## config.mk

```make
export PLATFORM = sky130hd
export DESIGN_NAME = riscv_reg_file
export DESIGN_NICKNAME = d
export VERILOG_FILES = /design/src/rtl/riscv_reg_file.sv
export SDC_FILE = /design/constraint.sdc
export NUM_CORES = 2
export LEC_CHECK = 0
export CAP_MARGIN = 20
export CORE_MARGIN = 2
export CORE_UTILIZATION = 45
export CTS_CLUSTER_SIZE = 30
export DETAILED_ROUTE_END_ITERATION = 6
export GPL_ROUTABILITY_DRIVEN = 0
export PLACE_DENSITY = 0.6
export SLEW_MARGIN = 20
export SYNTH_ARGS = -nofsm -noshare
export SYNTH_HDL_FRONTEND = slang
export SYNTH_SLANG_ARGS = --single-unit
```

## constraint.sdc

```tcl
create_clock -name clk -period 2.63 [get_ports clk]
set_input_delay 0.526 -clock clk [delete_from_list [all_inputs] [get_ports clk]]
set_output_delay 0.526 -clock clk [all_outputs]
set_load 0.03 [all_outputs]
```

## src/rtl/riscv_reg_file.sv

```systemverilog
// RV32I integer register file: 2**ADDR_WIDTH entries of DATA_WIDTH bits,
// two combinational read ports and one synchronous write port.
// Register x0 always reads as zero and can never be written.
// When BYPASS=1, a same-cycle write to the read address is forwarded to the read port.
module riscv_reg_file #(
  parameter int DATA_WIDTH = 32,
  parameter int ADDR_WIDTH = 5,
  parameter bit BYPASS     = 1'b0
) (
  input  logic                  clk,
  input  logic                  rst_n,
  input  logic                  we,
  input  logic [ADDR_WIDTH-1:0] wa,
  input  logic [DATA_WIDTH-1:0] wd,
  input  logic [ADDR_WIDTH-1:0] ra1,
  input  logic [ADDR_WIDTH-1:0] ra2,
  output logic [DATA_WIDTH-1:0] rd1,
  output logic [DATA_WIDTH-1:0] rd2
);

  localparam int DEPTH = 2 ** ADDR_WIDTH;

  // Entry 0 is cleared by reset and never written, so it stays zero.
  // Reads of x0 are also masked explicitly, so x0 reads as zero even if we is X.
  logic [DATA_WIDTH-1:0] mem [DEPTH];

  logic wr_valid;
  logic fwd1;
  logic fwd2;

  // A write is accepted only when we=1, outside reset, and the target is not x0.
  assign wr_valid = we && rst_n && (wa != '0);

  // Forwarding applies only in bypass builds and only for the register being written.
  assign fwd1 = BYPASS && wr_valid && (wa == ra1);
  assign fwd2 = BYPASS && wr_valid && (wa == ra2);

  // Storage: asynchronous clear, with writes on the rising edge.
  always_ff @(posedge clk or negedge rst_n) begin
    if (!rst_n) begin
      for (int i = 0; i < DEPTH; i++) begin
        mem[i] <= '0;
      end
    end else if (we && (wa != '0)) begin
      mem[wa] <= wd;
    end
  end

  // Read port 1: x0 reads as zero, otherwise the forwarded data or the stored entry.
  always_comb begin
    rd1 = '0;
    if (ra1 != '0) begin
      rd1 = fwd1 ? wd : mem[ra1];
    end
  end

  // Read port 2: same selection as port 1; it uses its own address independently.
  always_comb begin
    rd2 = '0;
    if (ra2 != '0) begin
      rd2 = fwd2 ? wd : mem[ra2];
    end
  end

endmodule

```

# Yosys cells after proc, flatten, opt, wreduce, memory -nomap -nowiden
# Index checks and enable logic that the tools add are counted.
# totals
register_bits	1024
in_bits	50
out_inout_bits	64
word_cells	55
# op_classes
order_cmp	4
muxes	11
n_bitwise	3
n_reduce_logical	5
# op_table
op	n
bitwise mux 1024 bit	1
binary-select mux 32 bit (select 5 bit)	2
2-to-1 mux 32 bit	7
demux 32 bit (select 5 bit)	1
greater-or-equal comparator 6 bit (second input constant)	3
inverter 5 -> 6 bit	3
nonzero test 5 bit	3
< comparator 6 x 1 -> 1 bit (second input constant)	1
logical AND 1 bit	2

# Logic depth before layout (Yosys ltp)
# depth
word_depth	6
ltp_mapped	7
depth_no_buf	4

# Worst setup path after synthesis
# OpenSTA, ideal clock, no wires.
# synth_path
path_type	input to output
from	input port ra1[1]
to	output port rd1[22]
arrival_time_ps	2384
required_ps	2104
setup_slack_ps	-280
path_stages	7
n_path_buf	3
path_cell_list	buf_4 buf_6 nor2b_1 buf_2 a221oi_1 o21ai_0 a311oi_1
# synth_between
elab_chain_len	5
elab_cells_between_ends	6
cone_classes	mux: 4; bitwise: 1; reduce/logical: 1
# synth_rtl
item	line	source
start, declared	15	input logic [ADDR_WIDTH-1:0] ra1,
inverter 5 -> 6 bit (not written as such)	53	rd1 = fwd1 ? wd : mem[ra1];
binary-select mux 32 bit (select 5 bit)	53	
2-to-1 mux 32 bit (not written as such) (2 in series)	53	
2-to-1 mux 32 bit (*)	52	if (ra1 != '0) begin
end, declared	17	output logic [DATA_WIDTH-1:0] rd1,
# Mark *: on every way between the ends. The rest lies on a longest branch, timed or not. The select of a mux whose other input is x is not followed.

# Final worst setup path
# layout_path
from	register mem[935] (netlist bit)
to	output port rd2[7]
# layout_between
elab_chain_len	4
# layout_rtl
item	line	source
start, declared	25	logic [DATA_WIDTH-1:0] mem [DEPTH];
start signal, assigned by index	45	mem[wa] <= wd;
binary-select mux 32 bit (select 5 bit)	61	rd2 = fwd2 ? wd : mem[ra2];
2-to-1 mux 32 bit (not written as such) (2 in series)	61	
2-to-1 mux 32 bit	60	if (ra2 != '0) begin
end, declared	18	output logic [DATA_WIDTH-1:0] rd2
# Every way passes these cells. The select of a mux whose other input is x is not followed.

==> impl_metrics.py <==
metrics = {
    "synthesis": {
        "yosys.area.top_type": "dfrtp_1",
        "synthFlopType": "dfrtp_1",
        "ys_seq_elements": 1024,
        "avgSynthCellArea_um2": 15.03,
        "synth_simple_gate_area_share_pct": 1.608,
        "synth-xor-area-share_pct": 0,
        "async_flop_share_pct": 100.0,
        "synth-compound-area-share_pct": 4.852,
        "netlist.area_leader.share_pct": 47.05,
        "syn_nets": 3673,
        "synth.area.top_cells": "dfrtp_1 (47%), mux2_2 (21%), mux4_2 (19%)",
        "synth_edf_count": 0,
        "synthDistinctLibCells": 34,
        "yosys_warnings": 0,
        "synth_fa_ha_area_share_pct": 0,
        "synthMuxAreaShare_pct": 42.72,
        "synth-seq-area-share_pct": 47.05,
        "synth_area_mm2": 0.05446,
        "synth_cells": 3623,
        "synth_top_family_by_area": "multiplexers",
    },
    "floorplan": {
        "rows": 127,
        "initial_core_util_pct": 45.39,
        "core_area_mm2": 0.1200,
        "die_height_um": 351.9,
        "dieArea_mm2": 0.1238,
        "ios": 114,
        "die_w_um": 351.9,
    },
    "detailed_routing": {
        "detail-route-antenna-nets": 0,
        "drt_pre_antenna_iters": 5,
        "drt_iter0_markers": 3542,
        "viasPerCell": 6.596,
        "routed_wl_um": 196800,
        "remaining_drc_errors": 0,
        "vias": 37639,
        "wire_per_inst_um": 34.50,
    },
    "grt": {
        "grt_pass1_vias": 40120,
        "grt_max_degree": 86,
        "antenna_found_initial": 2,
        "grt_pass1_wl_um": 286100,
        "grt_overflow": 0,
        "grt_usage_pct": 32.09,
    },
    "critical_path": {
        "arrival_ns": 2.47,
        "startpoint_type": "register",
        "cp-startpoint": "mem[935]",
        "crit_family": "multiplexers",
        "crit_slowest_cell": "mux4_2",
        "criticalPathCategory": "reg2out",
        "required_ns": 2.10,
        "cp_slowest_stage_delay_ns": 0.46,
        "crit_buf_inv": 2,
        "path_cells": "mux4_2 -> nor2b_1 -> a211oi_2 -> a311oi_2 -> buf_4 -> buf_12",
        "rr_startpoint": "mem[773]",
        "worst-path-max-fanout": 3,
        "endpoint_kind": "output port",
    },
    "placed_design": {
        "post_dp_cell_area_mm2": 0.06300,
        "dp.cells": 5451,
        "io_buffers": 113,
        "dp_hpwl_um": 128300,
    },
    "layout": {
        "largest_reg_flops": 1024,
        "stdcell_count": 5706,
        "reg.largest.list": "mem x1024",
        "n_fill_cell": 9174,
        "final_area_mm2": 0.06917,
        "syn_to_final_growth_pct": 27.01,
        "drive_gt1_share_pct": 63.47,
        "largest_register": "mem",
        "fin_nets": 4051,
    },
    "power_and_ir_drop": {
        "power_per_cell_area_mw_per_mm2": 713.4,
        "power.total_mw": 49.34,
        "ir_drop_mv": 0.5528,
        "leakage_nw": 29.77,
    },
    "timing": {
        "finalHoldViolCount": 0,
        "fin_tns_setup_ns": -16.24,
        "max-slew-margin-rel_pct": 26.80,
        "slew_viol_final": 0,
        "skew_ns": 0,
        "setup_slack_ns": -0.3616,
        "post-route-min-period_ns": 2.992,
        "fmaxAchievable_ghz": 0.3343,
        "rsz0062_at_grt": "yes",
        "worst_pin_slew_ns": 1.095,
        "finalSetupViolations": 64,
        "finalCritPeriodShare_pct": 113.8,
    },
    "clocking": {
        "clock-sinks": 1024,
        "cts.clk_slew.worst_paths_ns": 0.06,
        "clock_latency_ns": 0.72,
        "clock-root-buffer": "clkbuf_16",
        "cts_buffer_depth": 3,
        "cts_buffers": 114,
        "htree_levels": 3,
        "cts_tree": "yes",
    },
    "status": {
        "violations": "negative setup slack",
        "status": "finished, violations left",
    },
    "min_path": {
        "hold_class": "in2async",
    },
    "flow_run": {
        "cap_violations": 0,
    },
}
==> worst reg2reg max path, delay by kind of cell (launching register included) <==
kind                   cells  cell delay, ns
flip-flops                 1            0.40
multiplexers               1            0.25
buffers and inverters      1            0.14
==> per-stage QoR <==
step	hold WS (ns)	utilization [%]	worst slack, ns
floorplan	0.2304	-	0.004515
global placement	0.3773	52.51	-0.5387
detailed placement	0.3865	52.51	-0.5397
CTS	0.3539	57.15	-0.3639
global route	0.3381	57.65	-0.3992
finish	0.3325	57.65	-0.3616
==> cell families after synthesis <==
logic type | count (synthesis)
buf+inv | 434
flops | 1024
mux | 1632
simple gates | 165
compound gates | 368
==> final cells by class <==
class | instances | area, um2 | share of cell area [%]
diodes | 1 | 2.502 | 0.003618
clock buffers | 156 | 3212 | 4.644
clock inverters | 52 | 615.6 | 0.8900
inverters | 2 | 10.01 | 0.01447
multi-input cells | 2165 | 28760 | 41.58
flip-flops and latches | 1024 | 25620 | 37.05
well taps | 1612 | 2017 | 2.916
repair buffers | 694 | 8926 | 12.91
==> synthesized netlist by cell type, drive strengths merged, types with 3 or more instances <==
master   count
buf        229
a22oi       64
dfrtp     1024
a211oi      64
and3         3
o2111ai     16
clkbuf     203
nand2b       5
nor2b       72
mux4       448
a311oi      64
mux2      1056
nor2        20
o21ai      112
mux2i      128
nand2       47
nor3         3
a221oi      48
nand3        4
==> where the power goes <==
part / leakage [nW] / switching [mW] / internal, mW / total, mW
clock network: 1.90 / 6.80 / 9.77 / 16.6
logic: 14.7 / 4.75 / 6.93 / 11.7
registers: 13.1 / 2.32 / 18.8 / 21.1
==> per-layer routing <==
layer / track usage [%] / vias up / wire, um
met3: 6.234 / 538 / 15330
met4: 15.21 / 0 / 10190
met5: 0 / - / 0
met1: 43.44 / 20414 / 79540
met2: 50.01 / 1802 / 91770
li1: - / 14885 / -
==> repair_timing <==
item | 4_1_cts | 5_1_grt
endpoints found under the hold margin | 20 | 0
gates resized for setup | 338 | 85
gates cloned | 8 | 2
hold buffers | 1 | 0
setup buffers | 37 | 16
endpoints found under the setup margin | 64 | 64
pin swaps | 78 | 53
==> cells in the final DEF, fill, tap and decap left out, types with 11 or more instances in the layout <==
master and n:
o21ai_4 11, clkinv_2 32, buf_16 15, dfrtp_1 1024, mux2_1 59, mux2_4 25, buf_4 365, a311oi_2 49
clkbuf_16 125, nor2_4 14, a311oi_4 15, a221oi_1 15, nand2_1 34, a22oi_2 32, mux2_2 972, nor2b_1 64
mux4_2 448, a221oi_2 32, o21ai_1 41, clkbuf_1 23, nand2_2 12, buf_6 20, a22oi_1 32, a211oi_2 56
clkbuf_8 18, clkdlybuf4s50_1 38, o21ai_2 52, mux2i_1 127, bufinv_16 13, buf_12 232
==> worst paths after layout <==
check                       endpoint  slack, ns  depth (start not counted)
max                           rd2[7]      -0.36                          6
min                         mem[925]       0.33                          2
max reg2reg                 mem[773]       1.72                          2
min reg2reg                mem[1005]       0.40                          0
max in group asynchronous   mem[787]       1.19                          4
min in group clk           mem[1005]       0.40                          0
No activity file was read; power rests on OpenSTA's default activity.
